File: src/rtl/aux_perf_counter_bank_pkg.sv
// Shared constants for the performance-counter bank: channel assignments
// and the display-mux codes that route the bank onto the 7-segment path.
package aux_perf_counter_bank_pkg;

   typedef enum logic [2:0] {
      PERF_CH_CYC = 3'd0,
      PERF_CH_JMP = 3'd1,
      PERF_CH_BCH = 3'd2,
      PERF_CH_BED = 3'd3,
      PERF_CH_BUB = 3'd4,
      PERF_CH_LU  = 3'd5
   } perf_ch_e;

   localparam int PERF_NUM_CH = 8;

   // Display data mux codes that pick the bank's live or shadow readout.
   localparam logic [3:0] DISP_SEL_PERF_LIVE   = 4'hA;
   localparam logic [3:0] DISP_SEL_PERF_SHADOW = 4'hB;

endpackage

File: src/rtl/aux_perf_counter_bank_if.sv
// Control and readout bundle between the core status logic and the counter bank.
interface aux_perf_counter_bank_if #(
   parameter int NumCh  = 8,
   parameter int CntBit = 32,
   parameter int SelBit = 5
);
   logic              en;
   logic [NumCh-1:0]  evt;
   logic              clr;
   logic              snap;
   logic [SelBit-1:0] sel;
   logic              rd_shadow;
   logic [CntBit-1:0] rd_data;
   logic [NumCh-1:0]  ovf;
   logic              snap_valid;

   modport master (
      output en, evt, clr, snap, sel, rd_shadow,
      input  rd_data, ovf, snap_valid
   );

   modport slave (
      input  en, evt, clr, snap, sel, rd_shadow,
      output rd_data, ovf, snap_valid
   );
endinterface

File: src/rtl/aux_perf_counter_channel.sv
// One counter channel: live count, snapshot shadow and sticky overflow flag,
// wrapping or saturating at all-ones depending on Saturate.
module aux_perf_counter_channel
   import aux_perf_counter_bank_pkg::*;
#(
   parameter int CntBit   = 32,
   parameter int Saturate = 0
) (
   input  logic              clk,
   input  logic              rst_n,
   input  logic              inc,
   input  logic              clr,
   input  logic              snap,
   output logic [CntBit-1:0] live,
   output logic [CntBit-1:0] shadow,
   output logic              ovf
);

   // Shadow samples the pre-update live value, so a snap coinciding with clr keeps the old count.
   always_ff @(posedge clk or negedge rst_n) begin
      if (!rst_n) begin
         live   <= '0;
         shadow <= '0;
         ovf    <= 1'b0;
      end else begin
         if (snap) begin
            shadow <= live;
         end
         if (clr) begin
            live <= '0;
            ovf  <= 1'b0;
         end else if (inc) begin
            if (live == {CntBit{1'b1}}) begin
               ovf  <= 1'b1;
               live <= (Saturate != 0) ? live : '0;
            end else begin
               live <= live + CntBit'(1);
            end
         end
      end
   end

endmodule

File: src/rtl/aux_perf_counter_bank.sv
// Bank of NumCh performance counters with coherent snapshot and a registered
// readout mux feeding the display data path.
module aux_perf_counter_bank
   import aux_perf_counter_bank_pkg::*;
#(
   parameter int NumCh    = PERF_NUM_CH,
   parameter int CntBit   = 32,
   parameter int SelBit   = 5,
   parameter int Saturate = 0
) (
   input  logic                    clk,
   input  logic                    rst_n,
   aux_perf_counter_bank_if.slave  bus
);

   logic [CntBit-1:0] live_cnt   [NumCh];
   logic [CntBit-1:0] shadow_cnt [NumCh];
   logic [CntBit-1:0] rd_next;

   for (genvar g = 0; g < NumCh; g++) begin : g_ch
      aux_perf_counter_channel #(
         .CntBit   (CntBit),
         .Saturate (Saturate)
      ) u_ch (
         .clk    (clk),
         .rst_n  (rst_n),
         .inc    (bus.en & bus.evt[g]),
         .clr    (bus.clr),
         .snap   (bus.snap),
         .live   (live_cnt[g]),
         .shadow (shadow_cnt[g]),
         .ovf    (bus.ovf[g])
      );
   end

   // Unpopulated select codes fall through to zero.
   always_comb begin
      rd_next = '0;
      for (int i = 0; i < NumCh; i++) begin
         if (bus.sel == SelBit'(i)) begin
            rd_next = bus.rd_shadow ? shadow_cnt[i] : live_cnt[i];
         end
      end
   end

   always_ff @(posedge clk or negedge rst_n) begin
      if (!rst_n) begin
         bus.rd_data <= '0;
      end else begin
         bus.rd_data <= rd_next;
      end
   end

   // snap outranks clr so a simultaneous snap-and-clear still reports a valid shadow.
   always_ff @(posedge clk or negedge rst_n) begin
      if (!rst_n) begin
         bus.snap_valid <= 1'b0;
      end else if (bus.snap) begin
         bus.snap_valid <= 1'b1;
      end else if (bus.clr) begin
         bus.snap_valid <= 1'b0;
      end
   end

endmodule

File: src/flat_wrapper.sv
// flat-port wrapper written by rule: the top's interface ports become plain ports
module aux_perf_counter_bank_flat import aux_perf_counter_bank_pkg::*;
#(
   parameter int NumCh    = PERF_NUM_CH,
   parameter int CntBit   = 32,
   parameter int SelBit   = 5,
   parameter int Saturate = 0
)
  (clk, rst_n, bus_en, bus_evt, bus_clr, bus_snap, bus_sel, bus_rd_shadow, bus_rd_data, bus_ovf, bus_snap_valid);
  aux_perf_counter_bank_if #(.NumCh(NumCh), .CntBit(CntBit), .SelBit(SelBit)) bus_i ();
  input  logic clk;
  input  logic rst_n;
  input wire logic [$bits(bus_i.en)-1:0] bus_en;
  input wire logic [$bits(bus_i.evt)-1:0] bus_evt;
  input wire logic [$bits(bus_i.clr)-1:0] bus_clr;
  input wire logic [$bits(bus_i.snap)-1:0] bus_snap;
  input wire logic [$bits(bus_i.sel)-1:0] bus_sel;
  input wire logic [$bits(bus_i.rd_shadow)-1:0] bus_rd_shadow;
  output wire logic [$bits(bus_i.rd_data)-1:0] bus_rd_data;
  output wire logic [$bits(bus_i.ovf)-1:0] bus_ovf;
  output wire logic [$bits(bus_i.snap_valid)-1:0] bus_snap_valid;
  assign bus_i.en = bus_en;
  assign bus_i.evt = bus_evt;
  assign bus_i.clr = bus_clr;
  assign bus_i.snap = bus_snap;
  assign bus_i.sel = bus_sel;
  assign bus_i.rd_shadow = bus_rd_shadow;
  assign bus_rd_data = bus_i.rd_data;
  assign bus_ovf = bus_i.ovf;
  assign bus_snap_valid = bus_i.snap_valid;
  aux_perf_counter_bank #(.NumCh(NumCh), .CntBit(CntBit), .SelBit(SelBit), .Saturate(Saturate)) u_core (.clk(clk), .rst_n(rst_n), .bus(bus_i));
endmodule
File: config.mk
export PLATFORM = sky130hd
export DESIGN_NAME = aux_perf_counter_bank_flat
export DESIGN_NICKNAME = d
export VERILOG_FILES = /design/src/rtl/aux_perf_counter_bank_pkg.sv /design/src/rtl/aux_perf_counter_bank_if.sv /design/src/rtl/aux_perf_counter_channel.sv /design/src/rtl/aux_perf_counter_bank.sv /design/src/flat_wrapper.sv
export SDC_FILE = /design/constraint.sdc
export NUM_CORES = 1
export LEC_CHECK = 0
export ABC_CLOCK_PERIOD_IN_PS = 2300
export BUFFER_PORTS_ARGS = -buffer_cell sky130_fd_sc_hd__buf_4
export CAP_MARGIN = 20
export CORE_MARGIN = 2
export CORE_UTILIZATION = 47
export DETAILED_ROUTE_END_ITERATION = 10
export PLACE_DENSITY = 0.65
export SLEW_MARGIN = 20
export SYNTH_ARGS = -nofsm -noshare
export SYNTH_HDL_FRONTEND = slang
export SYNTH_SLANG_ARGS = --single-unit
File: constraint.sdc
create_clock -name clk -period 2.3 [get_ports clk]
set_input_delay 0.115 -clock clk [delete_from_list [all_inputs] [get_ports clk]]
set_output_delay 0.115 -clock clk [all_outputs]
set_load 0.01 [all_outputs]
==> impl_metrics.tcl <==
set metrics [dict create \
    synth.cells.most_frequent "dfrtp_1, nor2_1, mux2_2" \
    globalplace.congestion 0.929 \
    yosys.area_share.simple_pct 15.3 \
    synthesis.area_per_instance_um2 11.0 \
    detailedRoute.firstIterationViolations 1946 \
    post_route_cells_drive_above_1_share_pct 22.4 \
    cp_slowest_stage_delay_ns 0.44 \
    placement_rows 89 \
    cp-end-kind "flip-flop" \
    share_comb_of_total_power_pct 5.0 \
    post_synth_mux_area_share_pct 19.8 \
    slowest_cell_on_the_critical_path "dfrtp_1" \
    tightest_hold_check_type "primary input to asynchronous set/reset pin" \
    achievable-frequency_mhz 458 \
    postSynth.asyncResetShare_pct 100 \
    viasPerCell 5.96 \
    clock_skews_ns 0.0290 \
    grt_use_total_pct 25.4 \
    drv.max_cap_violation_count 0 \
    ir_drop_worst_vdd_mv 0.646 \
    syn-instance-count 2528 \
    power_report.internal_total_mw 16.7 \
    grt_pass1_vias 20000 \
    critPathLaunchType "flip-flop" \
    tritoncts_num_sinks 553 \
    p_sw_mw 4.82 \
    numCtsBuffers 58 \
    clock_power_share_pct 49.5 \
    path_delay_family "simple AND/OR/NAND/NOR gates" \
    diodes 0 \
    cts.clk_slew.worst_paths_ns 0.07 \
    placeable_core_area_um2 58700 \
    ioPinCount 60 \
    cp_data_arrival_time_ns 2.70 \
    tns_ns 0 \
    timing.critical_path.required_ns 2.81 \
    timing_max_transition_violations_final 0 \
    cts.htree.levels 2 \
    synth_top_cells_by_area "dfrtp_1, mux2_2, mux2i_1" \
    setup_viol 0 \
    floorplan.die_area_um2 61000 \
    mappedNetlistArea_um2 27700 \
    final_hold_viol_count 0 \
    fin_crit_ns 2.18 \
    finish.net_count 2691 \
    firstDrtPassIters 5 \
    synth_xor_xnor_area_share_pct 6.66 \
    number_of_i_o_port_buffers 59 \
    synth_edf_count 0 \
    dp.final_hpwl_um 54600 \
    path_buf_inv 1 \
    synthFlopType "dfrtp_1" \
    critical_path_peak_fanout 7 \
    synth-adder-area-share_pct 0.361 \
    global_route.overflow_total 0 \
    worstMarginPinSlew_ns 0.819 \
    grt_first_pass_wirelength_um 119000 \
    worst_skew_pair.late_latency_ns 0.64 \
    post-synth-top-area-fraction_pct 49.9 \
    rsz0062_at_grt "false" \
    timing.critical_path.cells "ha_2 > nand3_1 > or2_2 > nor4_2 > buf_4 > nor2_1 > a221o_1" \
    worstSetupPathType "flip-flop to flip-flop" \
    yosys.cell_types.count 59 \
    ant_nets 0 \
    final_critical_path_share_of_the_clock_period_pct 95.0 \
    synth-compound-area-share_pct 5.41 \
    p_sw_share_pct 22.4 \
    power-per-cell-area_nw_per_um2 664 \
    drt_drc_violations_left 0 \
    dieHeight_um 247 \
    clk_root_buffer_cell "clkbuf_16" \
    synth_most_common_cell "dfrtp_1" \
    sequential_fraction_of_the_synthesis_area_pct 49.9 \
    clockBufferDepth 3 \
    stdcell_count 3487 \
    combinational_family_with_the_most_area_after_synthesis "multiplexers" \
    postRouteWirelength_um 77000 \
    place.detailed.instances 3365 \
    final_core_utilization_pct 55.3 \
    ff_latch_count_synth 553 \
    synth_nets 2555 \
    grt_antenna_before_repair 0 \
    post_drt_wl_per_cell_um 22.1 \
    grt_start_max_net_pins 89 \
    die_width_um 247 \
    num_vias 20800 \
    yosys_warnings 0 \
    synth.largest_area_cell "dfrtp_1" \
    seq_power_share_pct 45.5 \
    max_slew_margin_pct 45.2 \
    area_growth_pct 17.1 \
    p_total_mw 21.5 \
    power.static_leakage_nw 14.9 \
    result_of_the_run "finished, final reports clean" \
    cts_tree "yes" \
    floorplan.initialDensity_pct 47.3 \
]
timing repair:
item | in CTS | in global routing
gates resized for setup | 0 | 6
hold endpoints to repair | 335 | 0
endpoints found under the setup margin | 0 | 38
setup buffers | 0 | 1
hold buffers | 11 | 0
final timing paths:
check	cells after the start	slack (ns)	end	start
setup reg to reg	7	0.12	u_core.g_ch[3].u_ch.live[25]$_DFFE_PN0P_	u_core.g_ch[3].u_ch.live[0]$_DFFE_PN0P_
hold reg to reg	1	0.48	u_core.bus.snap_valid$_DFFE_PN0P_	u_core.bus.snap_valid$_DFFE_PN0P_
min in group clk	4	0.05	u_core.g_ch[6].u_ch.live[29]$_DFFE_PN0P_	bus_evt[6]
setup / recovery	7	0.12	u_core.g_ch[3].u_ch.live[25]$_DFFE_PN0P_	u_core.g_ch[3].u_ch.live[0]$_DFFE_PN0P_
max in group asynchronous	3	1.29	u_core.g_ch[2].u_ch.shadow[24]$_DFFE_PN0P_	rst_n
hold / removal	2	0.05	u_core.g_ch[6].u_ch.shadow[6]$_DFFE_PN0P_	rst_n
metrics by stage:
step | setup WS, ns | instance area (um2) | hold WS, ns
floorplan | 0.121 | 27700 | -0.181
detailed placement | 0.0612 | 30100 | 0.127
CTS | 0.0416 | 32400 | 0.000979
global route | 0.0175 | 32500 | 0.0688
finish | 0.115 | 32500 | 0.0482
global placement | 0.147 | 30100 | 0.126
routing by layer:
layer  GRT usage (%)  routed length, um  vias to the layer above  part of all wire (%)
li1                -                  -                     9448                     -
met1            36.0              34600                    10600                    45
met2            40.1              35900                      642                    47
met3            3.02               4080                      115                   5.3
met4            9.05               2470                        0                   3.2
met5               0                  0                        -                     0
worst register-to-register path: stages, from the launching register on:
cell and delay (ns):
dfrtp_1 0.44, ha_2 0.27, nand3_1 0.07, or2_2 0.28, nor4_2 0.42, buf_4 0.21
nor2_1 0.08, a221o_1 0.29
area by class of cell:
cell class,count,area [um2]
Tap cell,773,967
Clock inverter,28,479
Inverter,15,56.3
Clock buffer,82,1720
Fill cell,4891,26200
Sequential cell,553,13800
Multi-Input combinational cell,1801,13200
Timing Repair Buffer,235,2160
placed cells by master, fill, tap and decap left out, types with 11 or more instances in the layout:
| cell type | count |
|---|---|
| and2_1 | 12 |
| and4_1 | 29 |
| clkbuf_8 | 18 |
| o221ai_1 | 32 |
| o22ai_1 | 97 |
| nand3_1 | 119 |
| dfrtp_1 | 553 |
| inv_1 | 15 |
| xnor2_1 | 72 |
| clkbuf_16 | 58 |
| mux2_2 | 260 |
| o21ai_0 | 19 |
| a21oi_1 | 24 |
| nor3_1 | 77 |
| buf_12 | 28 |
| nand2_1 | 107 |
| bufinv_16 | 12 |
| dlygate4sd3_1 | 11 |
| or3_1 | 14 |
| nor2_1 | 269 |
| buf_4 | 193 |
| nand4_1 | 104 |
| nor4_1 | 24 |
| mux2i_1 | 256 |
| xor2_1 | 139 |
| and3_1 | 40 |
power groups by stage:
stage / clock network (mW) / logic [mW] / registers [mW]
2_1_floorplan: 0 / 0.525 / 9.98
3_3_place_gp: 0 / 1.05 / 9.98
3_5_place_dp: 0 / 1.06 / 9.99
4_1_cts: 10.8 / 1.08 / 9.81
5_1_grt: 11.2 / 1.16 / 9.81
6_report: 10.7 / 1.08 / 9.81
cells by family (layout without fill, tap and decap cells):
kind of cell / after synthesis / in the layout
adder cells (fa/ha/maj): 8 / 8
multiplexers: 516 / 516
XOR/XNOR: 211 / 211
flip-flops: 553 / 553
AO/OA/AOI/OAI: 224 / 224
buffers and inverters: 174 / 360
AND/OR/NAND/NOR: 842 / 842
registers in the layout (all words and copies together), names as in the netlist:
signal and cells:
u_core.bus.rd_data 32, u_core.g_ch.u_ch.ovf 8, u_core.g_ch.u_ch.shadow 256, u_core.bus.snap_valid 1, u_core.g_ch.u_ch.live 256
Note: power is estimated with default switching activity, not from simulation.
